==> src/rtl/mips_fetch_pkg.sv <==
// Shared types and constants for the fetch stage.
package mips_fetch_pkg;

  // Fetch FSM: RUN issues requests, MISS waits for the refill to complete.
  typedef enum logic [0:0] {
    RUN  = 1'b0,
    MISS = 1'b1
  } fetch_state_t;

  localparam logic [31:0] NOP_INSTR        = 32'h0000_0000;
  localparam logic [31:0] DEFAULT_RESET_PC = 32'h0000_0000;

endpackage

==> src/rtl/fetch_miss_counter.sv <==
// Saturating event counter used to count instruction-cache misses.
module fetch_miss_counter #(
  parameter int CNT_W = 16
) (
  input  logic             clk,
  input  logic             rst,
  input  logic             i_inc,
  output logic [CNT_W-1:0] o_cnt
);

  logic [CNT_W-1:0] r_cnt;

  // Count up on each event, sticking at all-ones instead of wrapping.
  always_ff @(posedge clk) begin
    if (rst) begin
      r_cnt <= '0;
    end else if (i_inc && (r_cnt != {CNT_W{1'b1}})) begin
      r_cnt <= r_cnt + 1'b1;
    end
  end

  assign o_cnt = r_cnt;

endmodule

==> src/rtl/fetch_pc_ctrl.sv <==
// Fetch-stage PC register, miss/stall/redirect control and IF/ID registers.
// Optional miss counter output is enabled by defining FETCH_MISS_CNT_EN.
//
// Handshake: an instruction is accepted into IF/ID on a clock edge where
// ic_req=1, ic_hit=1 and stall=0; stall=1 freezes IF/ID and the PC, and a
// redirect_valid pulse always wins over stall and squashes IF/ID.
module fetch_pc_ctrl
  import mips_fetch_pkg::*;
#(
  parameter logic [31:0] RESET_PC = DEFAULT_RESET_PC,
  parameter int          CNT_W    = 16
) (
  input  logic        clk,
  input  logic        rst,
  input  logic        stall,
  input  logic        redirect_valid,
  input  logic [31:0] redirect_pc,
  input  logic [31:0] pc_inc,
  input  logic        ic_hit,
  input  logic [31:0] ic_instr,
  input  logic        ic_fill_done,
  output logic [31:0] ic_addr,
  output logic        ic_req,
  output logic        if_valid,
  output logic [31:0] if_pc,
  output logic [31:0] if_instr,
`ifdef FETCH_MISS_CNT_EN
  output logic [CNT_W-1:0] miss_cnt,
`endif
  output logic        dbg_state
);

  fetch_state_t r_state;
  fetch_state_t w_next_state;
  logic [31:0]  r_pc;
  logic [31:0]  w_pc_next;
  logic         r_if_valid;
  logic         w_if_valid_next;
  logic [31:0]  r_if_pc;
  logic [31:0]  w_if_pc_next;
  logic [31:0]  r_if_instr;
  logic [31:0]  w_if_instr_next;
  logic         w_miss_evt;

  // State, PC and IF/ID registers; reset aborts any pending miss.
  always_ff @(posedge clk) begin
    if (rst) begin
      r_state    <= RUN;
      r_pc       <= RESET_PC;
      r_if_valid <= 1'b0;
      r_if_pc    <= 32'h0000_0000;
      r_if_instr <= NOP_INSTR;
    end else begin
      r_state    <= w_next_state;
      r_pc       <= w_pc_next;
      r_if_valid <= w_if_valid_next;
      r_if_pc    <= w_if_pc_next;
      r_if_instr <= w_if_instr_next;
    end
  end

  // Next-state logic: redirect > stall > hit/miss; everything holds by default.
  always_comb begin
    w_next_state    = r_state;
    w_pc_next       = r_pc;
    w_if_valid_next = r_if_valid;
    w_if_pc_next    = r_if_pc;
    w_if_instr_next = r_if_instr;
    w_miss_evt      = 1'b0;
    if (redirect_valid) begin
      // Squash IF/ID even under stall; a MISS keeps waiting for its refill
      // unless the refill lands in this same cycle.
      w_pc_next       = redirect_pc;
      w_if_valid_next = 1'b0;
      if ((r_state == MISS) && ic_fill_done) begin
        w_next_state = RUN;
      end
    end else begin
      case (r_state)
        RUN: begin
          if (stall) begin
            // A hit under stall is dropped and refetched; a miss still starts.
            if (!ic_hit) begin
              w_next_state = MISS;
              w_miss_evt   = 1'b1;
            end
          end else if (ic_hit) begin
            w_if_valid_next = 1'b1;
            w_if_pc_next    = r_pc;
            w_if_instr_next = ic_instr;
            w_pc_next       = pc_inc;
          end else begin
            w_if_valid_next = 1'b0;
            w_next_state    = MISS;
            w_miss_evt      = 1'b1;
          end
        end
        MISS: begin
          if (!stall) begin
            w_if_valid_next = 1'b0;
          end
          if (ic_fill_done) begin
            w_next_state = RUN;
          end
        end
        default: begin
          w_next_state = RUN;
        end
      endcase
    end
  end

`ifdef FETCH_MISS_CNT_EN
  fetch_miss_counter #(
    .CNT_W(CNT_W)
  ) u_miss_counter (
    .clk   (clk),
    .rst   (rst),
    .i_inc (w_miss_evt),
    .o_cnt (miss_cnt)
  );
`endif

  assign ic_addr   = r_pc;
  assign ic_req    = (r_state == RUN);
  assign if_valid  = r_if_valid;
  assign if_pc     = r_if_pc;
  assign if_instr  = r_if_instr;
  assign dbg_state = r_state;

endmodule

==> config.mk <==
export PLATFORM = sky130hd
export DESIGN_NAME = fetch_pc_ctrl
export DESIGN_NICKNAME = d
export VERILOG_FILES = /design/src/rtl/mips_fetch_pkg.sv /design/src/rtl/fetch_miss_counter.sv /design/src/rtl/fetch_pc_ctrl.sv
export SDC_FILE = /design/constraint.sdc
export NUM_CORES = 1
export LEC_CHECK = 0
export ABC_CLOCK_PERIOD_IN_PS = 1600
export BUFFER_PORTS_ARGS = -buffer_cell sky130_fd_sc_hd__clkbuf_2
export CELL_PAD_IN_SITES_DETAIL_PLACEMENT = 1
export CELL_PAD_IN_SITES_GLOBAL_PLACEMENT = 1
export CORE_MARGIN = 2
export CORE_UTILIZATION = 31
export DETAILED_ROUTE_END_ITERATION = 12
export PLACE_DENSITY_LB_ADDON = 0.1
export SLEW_MARGIN = 10
export SYNTH_ARGS = -nofsm -noshare
export SYNTH_HDL_FRONTEND = slang
export SYNTH_SLANG_ARGS = --single-unit
==> constraint.sdc <==
create_clock -name clk -period 1.6 [get_ports clk]
set_input_delay 0.08 -clock clk [delete_from_list [all_inputs] [get_ports clk]]
set_output_delay 0.08 -clock clk [all_outputs]
set_load 0.02 [all_outputs]
==> flow_summary.yaml <==
outcome:
  status: "finished clean"
floorplanning:
  die_width_um: 114
  coreArea_sq_um: 12000
  fp.dieH_um: 114
  initial_core_util: 0.316
  ioPinCount: 201
  dieArea_sq_um: 13100
  rows: 40
sta:
  slew_violations: 0
  rsz0062_at_grt: "true"
  worst_pin_slew_ps: 496
  clock-skew-final_ps: 6.37
  post-route-period-util: 0.938
  layout_setup_ws_ps: 98.5
  hold_ws_ps: 48.0
  fmax_mhz: 666
  slew_headroom: 0.670
  min_period_ps: 1500
  finalSetupViolCount: 0
  hold_viol: 0
  fin_tns_setup_ps: 0
global_route:
  top_usage_layer: "met2"
  grt_pass1_vias: 3843
  overflow: 0
  antenna_found_initial: 0
  gr-usage-all-layers: 0.185
  use_met3: 0.0397
  use_met1: 0.223
  met2_usage: 0.321
  grt_pass1_wl_mm: 19.0
  grt_max_degree: 99
yosys:
  synth_edf_count: 0
  synth-seq-cells: 98
  synth_area_sq_um: 3780
  yosysMostFrequentCell: "nand2_1"
  synth_top_area_frac: 0.520
  ys.flop_type: "dfxtp_1"
  synth-seq-area-share: 0.520
  synth.distinct_cells: 17
  syn_nets: 539
  synth_area_leader_cell: "dfxtp_1"
  yosys-top-cells-area: "dfxtp_1 52%, nand2_1 13%, a21oi_1 8.7%"
  netlist_top_cells_count: "128 x nand2_1, 98 x dfxtp_1, 66 x a21oi_1"
  async_reset_ff_frac: 0
  ys_warn_count: 0
  syn_inst: 437
  syn_area_per_cell_sq_um: 8.64
detailed_routing:
  vias: 3808
  wl_per_cell_um: 15.3
  drc: 0
  routed_via_density: 4.71
  antenna_left: 0
  firstDrtPassIters: 4
  wl_mm: 12.4
  dr.first_iter.drc_count: 176
clocking:
  root_buffer: "clkbuf_16"
  post_cts_buffers: 0
  numCtsBuffers: 9
  clk_path_buf_depth: 2
  htreeDepth: 3
  cts_tree: "yes"
  clkTransAtPathRegs_ps: 60
  cts_sinks: 98
  clock_latency_ps: 340
worst_hold_path:
  min_path_type: "in2reg"
worst_setup_path:
  start_kind: "flip-flop"
  path_class: "reg2reg"
  required_ps: 1860
  crit_fanout: 30
  reg2reg_slack_ps: 100
  end_kind: "flip-flop"
  worstPathArrival_ps: 1760
placement:
  hpwlAfterDp_mm: 8.33
  post-place-ws_ps: -15.4
  dp.cells: 759
  placed_cell_area_sq_um: 4890
  port_buffers: 200
  gp_congestion: 0.698
finish:
  instances_no_fill: 808
  drive_gt1_frac: 0.352
  fin_area_sq_um: 5540
  antenna_cells: 0
  fillers: 1453
  utilization: 0.463
  nets: 758
  syn_to_final_growth_pct: 46.8
power_and_ir_drop:
  power_mw: 5.57
  ir_drop_mv: 0.351
  power.density_nw_per_um2: 1000
  cellLeakagePower_nw: 2.50
job:
  drv_cap: 0
sequential cells by signal, summed over array words and instances, names as in the netlist:
name	count
ic_addr	32
if_instr	32
if_pc	32
dbg_state	1
if_valid	1
cell usage in the layout, fill, tap and decap left out:
| cell type | instances |
|---|---|
| nor4b_4 | 1 |
| dlygate4sd3_1 | 32 |
| clkinv_2 | 2 |
| inv_1 | 2 |
| mux2i_1 | 32 |
| buf_6 | 2 |
| nor3b_4 | 1 |
| nand2_1 | 128 |
| buf_4 | 13 |
| dfxtp_1 | 98 |
| a211oi_1 | 32 |
| nor3_1 | 34 |
| clkbuf_8 | 3 |
| buf_12 | 2 |
| clkbuf_16 | 10 |
| or4b_4 | 1 |
| clkbuf_2 | 198 |
| nor2_1 | 1 |
| clkbuf_1 | 2 |
| a21oi_1 | 66 |
| or2_1 | 1 |
final cells by class:
class / count / area [sq um] / share of cell area
clock buffers: 14 / 274 / 0.0494
well taps: 147 / 184 / 0.0332
multi-input cells: 297 / 1610 / 0.290
flip-flops and latches: 98 / 1960 / 0.354
repair buffers: 248 / 1500 / 0.270
inverters: 2 / 7.51 / 0.00135
clock inverters: 2 / 10.0 / 0.00181
path summary, 6_finish.rpt:
path,start,endpoint,cells after the start
min,ic_fill_done,dbg_state,4
min reg2reg,if_pc[1],if_pc[1],2
max reg2reg,dbg_state,if_instr[15],5
max,dbg_state,if_instr[15],5
kinds of logic (layout without fill, tap and decap cells):
| logic type | Yosys count | count (layout) | share of synthesized area |
|---|---|---|---|
| buffers and inverters | 42 | 266 | 0.0613 |
| muxes | 32 | 32 | 0.0848 |
| DFF | 98 | 98 | 0.520 |
| and+or+nand+nor | 167 | 167 | 0.183 |
| AOI/OAI and AO/OA | 98 | 98 | 0.151 |
where the power goes:
part | internal, mW | switching (mW) | total [mW] | leakage [nW]
registers | 2.56 | 0.0776 | 2.63 | 0.801
logic | 0.373 | 0.489 | 0.862 | 1.55
clock network | 1.18 | 0.893 | 2.07 | 0.143
total | 4.11 | 1.46 | 5.57 | 2.50
worst max-delay path: stages, from the launching register on:
cell and delay (ps):
dfxtp_1 310, buf_4 170, nor4b_4 400, buf_6 290, nand2_1 80, a21oi_1 160
routing by layer:
layer  wire length, um  vias up
li1                  -     1926
met1              5560     1751
met2              6020      121
met3               623       10
met4               159        0
met5                 0        -
timing repair:
action	4_1_cts	5_1_grt
hold buffers	32	0
cloned	0	1
resized for setup	0	4
endpoints found under the setup margin	28	58
hold endpoints to repair	32	0
Note: power is estimated with default switching activity, not from simulation.
